==> config.mk <==
export PLATFORM = sky130hd
export DESIGN_NAME = div_seq_nbit_flat
export DESIGN_NICKNAME = d
export VERILOG_FILES = /design/src/rtl/div_seq_nbit_pkg.sv /design/src/rtl/div_seq_nbit_if.sv /design/src/rtl/div_seq_nbit_step.sv /design/src/rtl/div_seq_nbit.sv /design/src/flat_wrapper.sv
export SDC_FILE = /design/constraint.sdc
export NUM_CORES = 1
export LEC_CHECK = 0
export BUFFER_PORTS_ARGS = -buffer_cell sky130_fd_sc_hd__clkbuf_2
export CAP_MARGIN = 20
export CORE_MARGIN = 3
export CORE_UTILIZATION = 60
export DETAILED_ROUTE_END_ITERATION = 7
export PLACE_DENSITY_LB_ADDON = 0.05
export SYNTH_ARGS = -nofsm -noshare
export SYNTH_HDL_FRONTEND = slang
export SYNTH_SLANG_ARGS = --single-unit
==> constraint.sdc <==
create_clock -name clk -period 8.4 [get_ports clk]
set_clock_uncertainty 0.2 [all_clocks]
set_input_delay 1.68 -clock clk [delete_from_list [all_inputs] [get_ports clk]]
set_output_delay 1.68 -clock clk [all_outputs]
set_load 0.01 [all_outputs]
==> src/rtl/div_seq_nbit_pkg.sv <==
// Shared types and helpers for the sequential 2N/N divider.
// abs_n works on a fixed wide container; callers sign-extend into it (supports N <= 63).
package div_seq_nbit_pkg;

   localparam int unsigned ST_W  = 2;
   localparam int unsigned ABS_W = 128;

   typedef enum logic [ST_W-1:0] {
      IDLE = 2'd0,
      CALC = 2'd1,
      FIX  = 2'd2
   } state_e;

   function automatic logic [ABS_W-1:0] abs_n(input logic [ABS_W-1:0] x);
      return x[ABS_W-1] ? -x : x;
   endfunction

endpackage

==> src/rtl/div_seq_nbit_if.sv <==
// Handshake and operand/result bundle between the ALU op decoder and the divider.
interface div_seq_nbit_if #(parameter int unsigned N = 16);

   logic           start;
   logic           signed_op;
   logic [2*N-1:0] a;
   logic [N-1:0]   b;
   logic           busy;
   logic           done;
   logic [N-1:0]   cat;
   logic [N-1:0]   rest;
   logic           div_zero;
   logic           ovf;

   modport master (
      output start, signed_op, a, b,
      input  busy, done, cat, rest, div_zero, ovf
   );

   modport slave (
      input  start, signed_op, a, b,
      output busy, done, cat, rest, div_zero, ovf
   );

endinterface

==> src/rtl/div_seq_nbit_step.sv <==
// One combinational non-restoring division step on the (A, Q) pair with divisor M.
module div_nr_step #(
   parameter int unsigned N = 16
) (
   input  logic [N:0]   a_i,
   input  logic [N-1:0] q_i,
   input  logic [N-1:0] m_i,
   output logic [N:0]   a_o,
   output logic [N-1:0] q_o
);

   logic [N:0] shifted;

   // Sign is decided on the stored A; the shifted value may wrap but the result lands in range.
   always_comb begin
      shifted = {a_i[N-1:0], q_i[N-1]};
      if (a_i[N]) begin
         a_o = shifted + {1'b0, m_i};
      end else begin
         a_o = shifted - {1'b0, m_i};
      end
      q_o = {q_i[N-2:0], ~a_o[N]};
   end

endmodule

==> src/rtl/div_seq_nbit.sv <==
// Multicycle 2N/N divider, one quotient bit per clock, optional two's-complement mode.
// Operands are divided as magnitudes; signs and exception flags are applied in FIX.
module div_seq_nbit
   import div_seq_nbit_pkg::*;
#(
   parameter int unsigned N = 16
) (
   input  logic         clk,
   input  logic         rst,
   div_seq_nbit_if.slave bus
);

   localparam int unsigned  CW   = $clog2(N + 1);
   localparam logic [N-1:0] HALF = {1'b1, {(N-1){1'b0}}};

   state_e state_q, state_d;
   logic   busy, load, step_en, fix_en;

   logic [ABS_W-1:0] a_ext, b_ext;
   logic [2*N-1:0]   mag_a;
   logic [N-1:0]     mag_b;
   logic             exc_in;

   logic [N:0]   acc_q, acc_nx;
   logic [N-1:0] quo_q, quo_nx, m_q;
   logic [CW-1:0] count_q;
   logic          sgnq_q, sgnr_q, sop_q, dz_q, exc_q;

   logic [N-1:0] rem_mag, cat_d, rest_d, cat_q, rest_q;
   logic         divz_d, ovf_d, divz_q, ovf_q, done_q, sovf;

   always_comb begin
      a_ext  = {{(ABS_W-2*N){bus.signed_op & bus.a[2*N-1]}}, bus.a};
      b_ext  = {{(ABS_W-N){bus.signed_op & bus.b[N-1]}}, bus.b};
      mag_a  = (2*N)'(abs_n(a_ext));
      mag_b  = N'(abs_n(b_ext));
      exc_in = (mag_b == '0) || (mag_a[2*N-1:N] >= mag_b);
   end

   always_ff @(posedge clk or posedge rst) begin
      if (rst) state_q <= IDLE;
      else     state_q <= state_d;
   end

   always_comb begin
      state_d = state_q;
      unique case (state_q)
         IDLE:    if (bus.start) state_d = exc_in ? FIX : CALC;
         CALC:    if (count_q == CW'(N - 1)) state_d = FIX;
         FIX:     state_d = IDLE;
         default: state_d = IDLE;
      endcase
   end

   always_comb begin
      busy    = (state_q != IDLE);
      load    = (state_q == IDLE) && bus.start;
      step_en = (state_q == CALC);
      fix_en  = (state_q == FIX);
   end

   div_nr_step #(.N(N)) u_step (
      .a_i (acc_q),
      .q_i (quo_q),
      .m_i (m_q),
      .a_o (acc_nx),
      .q_o (quo_nx)
   );

   // On the div-by-zero path Q still holds |a| low half, so re-signing it recovers raw a[N-1:0].
   always_comb begin
      rem_mag = acc_q[N] ? (acc_q[N-1:0] + m_q) : acc_q[N-1:0];
      sovf    = sop_q && (sgnq_q ? (quo_q > HALF) : (quo_q >= HALF));
      cat_d   = sgnq_q ? -quo_q : quo_q;
      rest_d  = sgnr_q ? -rem_mag : rem_mag;
      divz_d  = 1'b0;
      ovf_d   = 1'b0;
      if (dz_q) begin
         cat_d  = '1;
         rest_d = sgnr_q ? -quo_q : quo_q;
         divz_d = 1'b1;
      end else if (exc_q || sovf) begin
         cat_d  = '1;
         rest_d = '0;
         ovf_d  = 1'b1;
      end
   end

   always_ff @(posedge clk or posedge rst) begin
      if (rst) begin
         acc_q   <= '0;
         quo_q   <= '0;
         m_q     <= '0;
         count_q <= '0;
         sgnq_q  <= 1'b0;
         sgnr_q  <= 1'b0;
         sop_q   <= 1'b0;
         dz_q    <= 1'b0;
         exc_q   <= 1'b0;
         cat_q   <= '0;
         rest_q  <= '0;
         divz_q  <= 1'b0;
         ovf_q   <= 1'b0;
         done_q  <= 1'b0;
      end else begin
         done_q <= fix_en;
         if (load) begin
            acc_q   <= {1'b0, mag_a[2*N-1:N]};
            quo_q   <= mag_a[N-1:0];
            m_q     <= mag_b;
            count_q <= '0;
            sgnq_q  <= bus.signed_op & (bus.a[2*N-1] ^ bus.b[N-1]);
            sgnr_q  <= bus.signed_op & bus.a[2*N-1];
            sop_q   <= bus.signed_op;
            dz_q    <= (mag_b == '0);
            exc_q   <= exc_in;
         end else if (step_en) begin
            acc_q   <= acc_nx;
            quo_q   <= quo_nx;
            count_q <= count_q + CW'(1);
         end else if (fix_en) begin
            cat_q  <= cat_d;
            rest_q <= rest_d;
            divz_q <= divz_d;
            ovf_q  <= ovf_d;
         end
      end
   end

   assign bus.busy     = busy;
   assign bus.done     = done_q;
   assign bus.cat      = cat_q;
   assign bus.rest     = rest_q;
   assign bus.div_zero = divz_q;
   assign bus.ovf      = ovf_q;

endmodule
==> src/flat_wrapper.sv <==
// flat-port wrapper written by rule: the top's interface ports become plain ports
module div_seq_nbit_flat import div_seq_nbit_pkg::*;
#(
   parameter int unsigned N = 16
)
  (clk, rst, bus_start, bus_signed_op, bus_a, bus_b, bus_busy, bus_done, bus_cat, bus_rest, bus_div_zero, bus_ovf);
  div_seq_nbit_if #(.N(N)) bus_i ();
  input  logic clk;
  input  logic rst;
  input wire logic [$bits(bus_i.start)-1:0] bus_start;
  input wire logic [$bits(bus_i.signed_op)-1:0] bus_signed_op;
  input wire logic [$bits(bus_i.a)-1:0] bus_a;
  input wire logic [$bits(bus_i.b)-1:0] bus_b;
  output wire logic [$bits(bus_i.busy)-1:0] bus_busy;
  output wire logic [$bits(bus_i.done)-1:0] bus_done;
  output wire logic [$bits(bus_i.cat)-1:0] bus_cat;
  output wire logic [$bits(bus_i.rest)-1:0] bus_rest;
  output wire logic [$bits(bus_i.div_zero)-1:0] bus_div_zero;
  output wire logic [$bits(bus_i.ovf)-1:0] bus_ovf;
  assign bus_i.start = bus_start;
  assign bus_i.signed_op = bus_signed_op;
  assign bus_i.a = bus_a;
  assign bus_i.b = bus_b;
  assign bus_busy = bus_i.busy;
  assign bus_done = bus_i.done;
  assign bus_cat = bus_i.cat;
  assign bus_rest = bus_i.rest;
  assign bus_div_zero = bus_i.div_zero;
  assign bus_ovf = bus_i.ovf;
  div_seq_nbit #(.N(N)) u_core (.clk(clk), .rst(rst), .bus(bus_i));
endmodule
==> results of run 1 <==
-- kinds of logic (layout without fill, tap and decap cells) --
kind of cell | Yosys count | after routing | synth area share [%]
simple gates | 329 | 329 | 19.5
compound gates | 284 | 284 | 24.0
xor+xnor | 116 | 116 | 12.5
flops | 96 | 96 | 29.4
buf+inv | 82 | 143 | 4.31
fa+ha+maj | 57 | 57 | 8.93
mux | 11 | 11 | 1.37
-- stage by stage --
step	utilization (%)	hold slack [ps]	cell area, µm²	setup WS (ps)
after floorplan	-	249	8160	3080
final	69.0	290	8950	3020
after detailed placement	66.6	274	8640	2710
after global placement	66.6	263	8640	2780
after global routing	69.0	312	8950	2850
after CTS	69.0	290	8950	3060
-- routing by layer --
| layer | vias up | global-route usage [%] | wire length [µm] | share of wire, % |
|---|---|---|---|---|
| met3 | 33 | 4.42 | 1550 | 7.2 |
| li1 | 3634 | - | - | - |
| met4 | 0 | 6.65 | 270 | 1.3 |
| met1 | 3553 | 43.1 | 9870 | 46 |
| met2 | 273 | 45.6 | 9770 | 46 |
| met5 | - | 0 | 0 | 0 |
-- worst min path at each step --
stage                                    startpoint                         endpoint  slack [ps]
floorplan             u_core.count_q[3]$_DFFE_PP0P_    u_core.count_q[3]$_DFFE_PP0P_         250
global placement    u_core.bus.div_zero$_DFFE_PP0P_  u_core.bus.div_zero$_DFFE_PP0P_         260
detailed placement  u_core.bus.rest[14]$_DFFE_PP0P_  u_core.bus.rest[14]$_DFFE_PP0P_         270
CTS                   u_core.count_q[3]$_DFFE_PP0P_    u_core.count_q[3]$_DFFE_PP0P_         290
global route          u_core.count_q[3]$_DFFE_PP0P_    u_core.count_q[3]$_DFFE_PP0P_         310
finish                u_core.count_q[3]$_DFFE_PP0P_    u_core.count_q[3]$_DFFE_PP0P_         290
-- area by class of cell --
| cell class | instances | area, µm² | area share [%] |
|---|---|---|---|
| sequential | 96 | 2400 | 26.8 |
| multi-input combinational | 797 | 5410 | 60.4 |
| inverter | 33 | 126 | 1.41 |
| timing repair buffer | 94 | 488 | 5.45 |
| clock inverter | 4 | 58.8 | 0.657 |
| tap | 172 | 215 | 2.40 |
| clock buffer | 12 | 256 | 2.86 |
-- power by group through the flow --
stage / Clock, mW / Sequential [mW] / Combinational (mW)
6_report: 0.435 / 1.03 / 2.77
4_1_cts: 0.439 / 1.01 / 2.76
2_1_floorplan: 0 / 0.888 / 2.20
5_1_grt: 0.459 / 1.05 / 3.10
3_3_place_gp: 0 / 1.01 / 2.69
3_5_place_dp: 0 / 1.02 / 2.72
-- synthesized netlist by cell type (all sizes together), types with 3 or more instances --
| master | instances |
|---|---|
| nand2 | 113 |
| dfrtp | 96 |
| nor2 | 88 |
| a21oi | 78 |
| xor2 | 73 |
| o21ai | 70 |
| ha | 55 |
| xnor2 | 43 |
| clkbuf | 40 |
| inv | 33 |
| nor3 | 24 |
| or3 | 19 |
| a21o | 16 |
| a22oi | 16 |
| nand3 | 15 |
| o221ai | 14 |
| nand2b | 13 |
| o31ai | 13 |
| o22ai | 11 |
| mux2i | 10 |
| a31oi | 9 |
| buf | 9 |
| nor2b | 9 |
| a211oi | 8 |
| and2 | 8 |
| nand4 | 7 |
| a221o | 6 |
| and3 | 6 |
| nor4 | 6 |
| o41ai | 6 |
| o21a | 5 |
| a2111oi | 4 |
| o211ai | 4 |
| or4 | 4 |
| nor3b | 3 |
| o211a | 3 |
| or2 | 3 |
-- registers in the layout (all words and copies together), names as in the netlist, 2 cells and up --
name	flops
u_core.acc_q	17
u_core.bus.cat	16
u_core.bus.rest	16
u_core.m_q	16
u_core.quo_q	16
u_core.count_q	5
u_core.state_q	2
==> metrics.csv, run 1 <==
stage,metric,value,unit
detailed_routing,first_iter_violations,780,
global_route,grt-ovfl-total,0,
power_and_ir_drop,clockPowerShare,10.3,%
clock_tree,post_cts_buffers,0,
run,maxCapViolations,0,
place,placed_cells,1192,
clock_tree,root_buffer,clkbuf_16,
sta,final.min_clock_period,5380,ps
detailed_routing,ant_nets,0,
synthesis,syn_area,8160,µm²
power_and_ir_drop,power.total,4.23,mW
synthesis,synth_top_area_share,29.4,%
synthesis,synth_area_leaders,"dfrtp_1, ha_1, xor2_1, nand2_1, xnor2_1",
floorplanning,dieArea,15000,µm²
floorplanning,fp.coreArea,13000,µm²
critical_path,critical-path-max-stage-delay,580,ps
power_and_ir_drop,switching_share,50.3,%
critical_path,rr_worst_depth,12,
sta,max_freq,0.186,GHz
clock_tree,cts_inserted_buffers,9,
power_and_ir_drop,p_switching,2.13,mW
clock_tree,clock_tree.buffer_depth,2,
global_route,grt_pass1_wl,34900,µm
floorplanning,num_io_pins,88,
finish,layout_common_cells,"nand2_1, dfrtp_1, nor2_1, clkbuf_2, xor2_1",
clock_tree,clock_latency,350,ps
sta,setup_tns,0,ps
power_and_ir_drop,peakVddDrop,0.182,mV
finish,fillCellCount,1115,
critical_path,cp.required,8380,ps
sta,hold_viol_final,0,
power_and_ir_drop,leakage,3.96,nW
finish,num_antenna_cells,0,
detailed_routing,via_per_inst,6.20,
critical_path,path_buf_inv,1,
critical_path,cpMostUsedCell,a21o_1,
clock_tree,ctsHoldBuffers,0,
synthesis,yosysUniqueCellTypes,80,
critical_path,critPathCaptureType,flip-flop,
place,gp_congestion,0.877,
sta,rsz0062_at_grt,no,
sta,setup_violations,0,
clock_tree,htree_num_levels,3,
critical_path,r2r_slack,4250,ps
detailed_routing,vias,7493,
sta,slew_headroom,35.3,%
synthesis,synth_edf_count,0,
hold_path,hold_depth,1,
critical_path,timing.rr.end,u_core.quo_q[0]$_DFFE_PP0P_,
power_and_ir_drop,p_per_area,473,nW/µm²
synthesis,synthesis.nets,1084,
clock_tree,cts_tree,done,
synthesis,yosysSeqAreaShare,29.4,%
synthesis,synthArstFlopShare,100,%
place,portBuffers,87,
finish,nets,1140,
sta,worst_pin_slew,971,ps
critical_path,cp_data_arrival_time,5370,ps
critical_path,crit_slowest_cell,or4_1,
power_and_ir_drop,p_seq_share,24.3,%
sta,drv_slew,0,
critical_path,path_class,input pin to flip-flop,
sta,fin_crit_sh,64.1,%
floorplanning,start_util,62.9,%
status,status,"complete, no violations",
critical_path,critical_path.cell_chain,clkbuf_2 -> or4_1 -> or3_1 -> or3_1 -> o21ai_0 -> xor2_1 -> ha_1 -> nand2b_1 -> a21o_1 -> a21o_1 -> a21o_1 -> a21o_1 -> a211oi_1 -> o21a_1 -> o211a_1 -> a21oi_1,
detailed_routing,drc,0,
critical_path,crit_path_start_kind,input pin,
critical_path,regToRegStartpoint,u_core.m_q[4]$_DFFE_PP0P_,
synthesis,ys_warn_count,0,
detailed_routing,drt_first_pass_iters,5,
global_route,antenna_found_initial,0,
critical_path,cp-startpoint,bus_a[5],
finish,area_delta_synth_final,9.75,%
synthesis,synth_ff_type,dfrtp_1,
power_and_ir_drop,comb_power_share,65.5,%
detailed_routing,totalWireLength,21500,µm
clock_tree,clock_sinks,96,
critical_path,cp_max_fo,4,
synthesis,syn_area_per_cell,8.37,µm²
floorplanning,rows,41,
critical_path,cp-endpoint,u_core.exc_q$_DFFE_PP0P_,
floorplanning,die_w,123,µm
clock_tree,clk_pin_slew,70,ps
critical_path,cpLargestDelayFamily,simple AND/OR/NAND/NOR gates,
global_route,grt_pass1_vias,6853,
finish,drive_above_1_share,13.6,%
place,place_hpwl,16200,µm
finish,instances_no_fill,1208,
power_and_ir_drop,p_int,2.10,mW
global_route,grt_max_degree,63,
clock_tree,ctsResizeCount,0,
detailed_routing,routedWlPerCell,17.8,µm
finish,final_common_cell,nand2_1,
synthesis,ys_seq_elements,96,
global_route,track_usage,29.2,%
floorplanning,die_h,123,µm
synthesis,synth_top_area_cell,dfrtp_1,
critical_path,crit_cells,16,
hold_path,min_path_type,flip-flop to flip-flop,
synthesis,synthCells,975,
No activity file was read; power rests on OpenSTA's default activity.
==> run 2, diff against run 1 <==
--- a/config.mk
+++ b/config.mk
@@ -8,7 +8,7 @@
 export BUFFER_PORTS_ARGS = -buffer_cell sky130_fd_sc_hd__clkbuf_2
 export CAP_MARGIN = 20
 export CORE_MARGIN = 3
-export CORE_UTILIZATION = 60
+export CORE_UTILIZATION = 55
 export DETAILED_ROUTE_END_ITERATION = 7
 export PLACE_DENSITY_LB_ADDON = 0.05
 export SYNTH_ARGS = -nofsm -noshare
==> constraint.sdc (replaced) <==
create_clock -name clk -period 4.8 [get_ports clk]
set_clock_uncertainty 0.2 [all_clocks]
set_input_delay 0.96 -clock clk [delete_from_list [all_inputs] [get_ports clk]]
set_output_delay 0.96 -clock clk [all_outputs]
set_load 0.01 [all_outputs]
==> run 2 against run 1 <==
Effect of this change:
- clock power increased by 86%
- non-clock buffer count increased by 15
- global-route usage decreased by 1.9 points
- critical endpoint is now u_core.state_q[1]$_DFFE_PP0P_
- largest cell class unchanged
- largest power group unchanged
- highest routed layer unchanged
==> metrics.csv, run 2 (synthesized netlist as in run 1, its figures left out) <==
stage,metric,value,unit,change
status,status,"complete, no violations",,unchanged
place,place_area,8760,µm²,was 8640 µm²
floorplanning,start_util,57.4,%,was 62.9%
clock_tree,cts_tree,done,,unchanged
clock_tree,clk_pin_slew,70,ps,about the same
detailed_routing,highest_layer,met4,,unchanged
global_route,antenna_found_initial,0,,unchanged
global_route,grt_pass1_wl,35900,µm,was 34900 µm
critical_path,cp_max_fo,3,,was 4
sta,fin_crit_sh,91.7,%,
detailed_routing,vias,7453,,was 7493
place,gp_congestion,0.902,,was 0.877
clock_tree,clock_latency,350,ps,about the same
floorplanning,rows,43,,was 41
detailed_routing,ant_nets,0,,unchanged
finish,largest_reg_flops,17,,unchanged
critical_path,crit_path_start_kind,input pin,,unchanged
detailed_routing,wl_met2,9620,µm,was 9770 µm
sta,whs,280,ps,was 290 ps
finish,instances_no_fill,1231,,was 1208
critical_path,cp.required,4800,ps,was 8380 ps
detailed_routing,drt-met1-wl,10500,µm,was 9870 µm
floorplanning,num_io_pins,88,,unchanged
finish,num_antenna_cells,0,,unchanged
floorplanning,die_h,128,µm,was 123 µm
detailed_routing,met3_length,1540,µm,was 1550 µm
sta,final.min_clock_period,4400,ps,
finish,largest_register,u_core.acc_q,,unchanged
critical_path,cp_data_arrival_time,4410,ps,was 5370 ps
finish,layout_common_cells,"nand2_1, dfrtp_1, nor2_1, clkbuf_2, xor2_1",,unchanged
critical_path,regToRegStartpoint,u_core.m_q[0]$_DFFE_PP0P_,,was u_core.m_q[4]$_DFFE_PP0P_
finish,final_common_cell,nand2_1,,unchanged
detailed_routing,drt_first_pass_iters,5,,unchanged
hold_path,worstHoldStart,u_core.bus.div_zero$_DFFE_PP0P_,,was u_core.count_q[3]$_DFFE_PP0P_
sta,worst_pin_slew,958,ps,was 971 ps
sta,slew_headroom,36.1,%,was 35.3%
clock_tree,post_cts_buffers,0,,unchanged
sta,max_freq,0.227,GHz,
sta,hold_viol_final,0,,unchanged
power_and_ir_drop,leakage,4.04,nW,was 3.96 nW
critical_path,critical-path-max-stage-delay,540,ps,was 580 ps
critical_path,cp-startpoint,bus_a[5],,unchanged
global_route,grt-ovfl-total,0,,unchanged
floorplanning,dieArea,16300,µm²,was 15000 µm²
place,pre_cts_slack,13.7,ps,was 2710 ps
clock_tree,root_buffer,clkbuf_16,,unchanged
detailed_routing,drc,0,,unchanged
clock_tree,ctsResizeCount,0,,unchanged
finish,final_cell_area,9100,µm²,was 8950 µm²
sta,rsz0062_at_grt,no,,unchanged
clock_tree,clock_sinks,96,,unchanged
critical_path,critPathCaptureType,flip-flop,,unchanged
global_route,grt_pass1_vias,7000,,was 6853
floorplanning,fp.coreArea,14200,µm²,was 13000 µm²
critical_path,cpMostUsedCell,a21o_1,,unchanged
clock_tree,cts_inserted_buffers,9,,unchanged
global_route,track_usage,27.3,%,was 29.2%
critical_path,path_class,input pin to flip-flop,,unchanged
sta,drv_slew,0,,unchanged
finish,final_core_util,64.1,%,was 69.0%
detailed_routing,first_iter_violations,491,,was 780
detailed_routing,routedWlPerCell,18.0,µm,was 17.8 µm
global_route,grt_max_degree,63,,unchanged
place,portBuffers,87,,unchanged
clock_tree,htree_num_levels,3,,unchanged
critical_path,critical_path.cell_chain,clkbuf_2 -> or4_1 -> or3_1 -> or3_1 -> o21ai_0 -> xor2_1 -> ha_1 -> nand2b_1 -> a21o_1 -> a21o_1 -> a21o_1 -> a21o_1 -> a211oi_1 -> o21a_1 -> o211a_1 -> o21ai_0,,was clkbuf_2 -> or4_1 -> or3_1 -> or3_1 -> o21ai_0 -> xor2_1 -> ha_1 -> nand2b_1 -> a21o_1 -> a21o_1 -> a21o_1 -> a21o_1 -> a211oi_1 -> o21a_1 -> o211a_1 -> a21oi_1
finish,area_delta_synth_final,11.6,%,was 9.75%
place,placed_cells,1215,,was 1192
detailed_routing,totalWireLength,22200,µm,was 21500 µm
finish,drive_above_1_share,14.9,%,was 13.6%
finish,nets,1155,,was 1140
clock_tree,clock_tree.buffer_depth,2,,unchanged
finish,fillCellCount,1280,,was 1115
run,maxCapViolations,0,,unchanged
hold_path,min_path_type,flip-flop to flip-flop,,unchanged
detailed_routing,via_per_inst,6.05,,was 6.20
power_and_ir_drop,power.total,7.44,mW,was 4.23 mW
place,place_hpwl,17100,µm,was 16200 µm
sta,setup_ws,397,ps,was 3020 ps
sta,setup_violations,0,,unchanged
power_and_ir_drop,peakVddDrop,0.312,mV,was 0.182 mV
sta,setup_tns,0,ps,unchanged
power_and_ir_drop,p_per_area,818,nW/µm²,was 473 nW/µm²
floorplanning,die_w,128,µm,was 123 µm
critical_path,crit_slowest_cell,or4_1,,unchanged
clock_tree,ctsHoldBuffers,0,,unchanged
run 2: changes by cell type in the layout (fill, tap and decap cells not counted), sizes merged:
cell | before | now
clkinvlp | 0 | 1
inv | 35 | 34
bufinv | 1 | 2
buf | 7 | 22
clkbuf | 99 | 97
clkinv | 1 | 2
run 2: per-layer routing:
layer	track usage, %	vias to the layer above
met5	0	-
met1	39.9	3518
met4	7.43	0
met2	41.2	247
li1	-	3661
met3	5.63	27
run 2: cell type report:
cell class	instances	area [µm²]	share of cell area, %
multi-input combinational	797	5410	59.4
sequential	96	2400	26.4
timing repair buffer	109	601	6.60
clock buffer	10	239	2.63
tap	180	225	2.47
inverter	33	126	1.39
clock inverter	6	101	1.11
run 2: where the power goes:
group	switching, mW	internal (mW)
Sequential	0.605	1.20
Clock	0.330	0.478
Combinational	2.78	2.05
Total	3.71	3.73
run 2: final timing paths:
| check | slack [ps] | cells past startpoint | endpoint |
|---|---|---|---|
| max | 400 | 16 | u_core.state_q[1]$_DFFE_PP0P_ |
| min | 280 | 2 | u_core.bus.div_zero$_DFFE_PP0P_ |
| max reg2reg | 730 | 12 | u_core.bus.rest[15]$_DFFE_PP0P_ |
| min reg2reg | 280 | 2 | u_core.bus.div_zero$_DFFE_PP0P_ |
| max in group asynchronous | 3160 | 3 | u_core.count_q[4]$_DFFE_PP0P_ |
| min in group asynchronous | 420 | 2 | u_core.acc_q[10]$_DFFE_PP0P_ |
run 2: worst max-delay path: cells and delay by family:
kind	cells	cell delay, ps
adder cells (fa/ha/maj)	1	250
buffers and inverters	1	80
AO/OA/AOI/OAI	9	1510
XOR/XNOR	1	200
AND/OR/NAND/NOR	4	1400
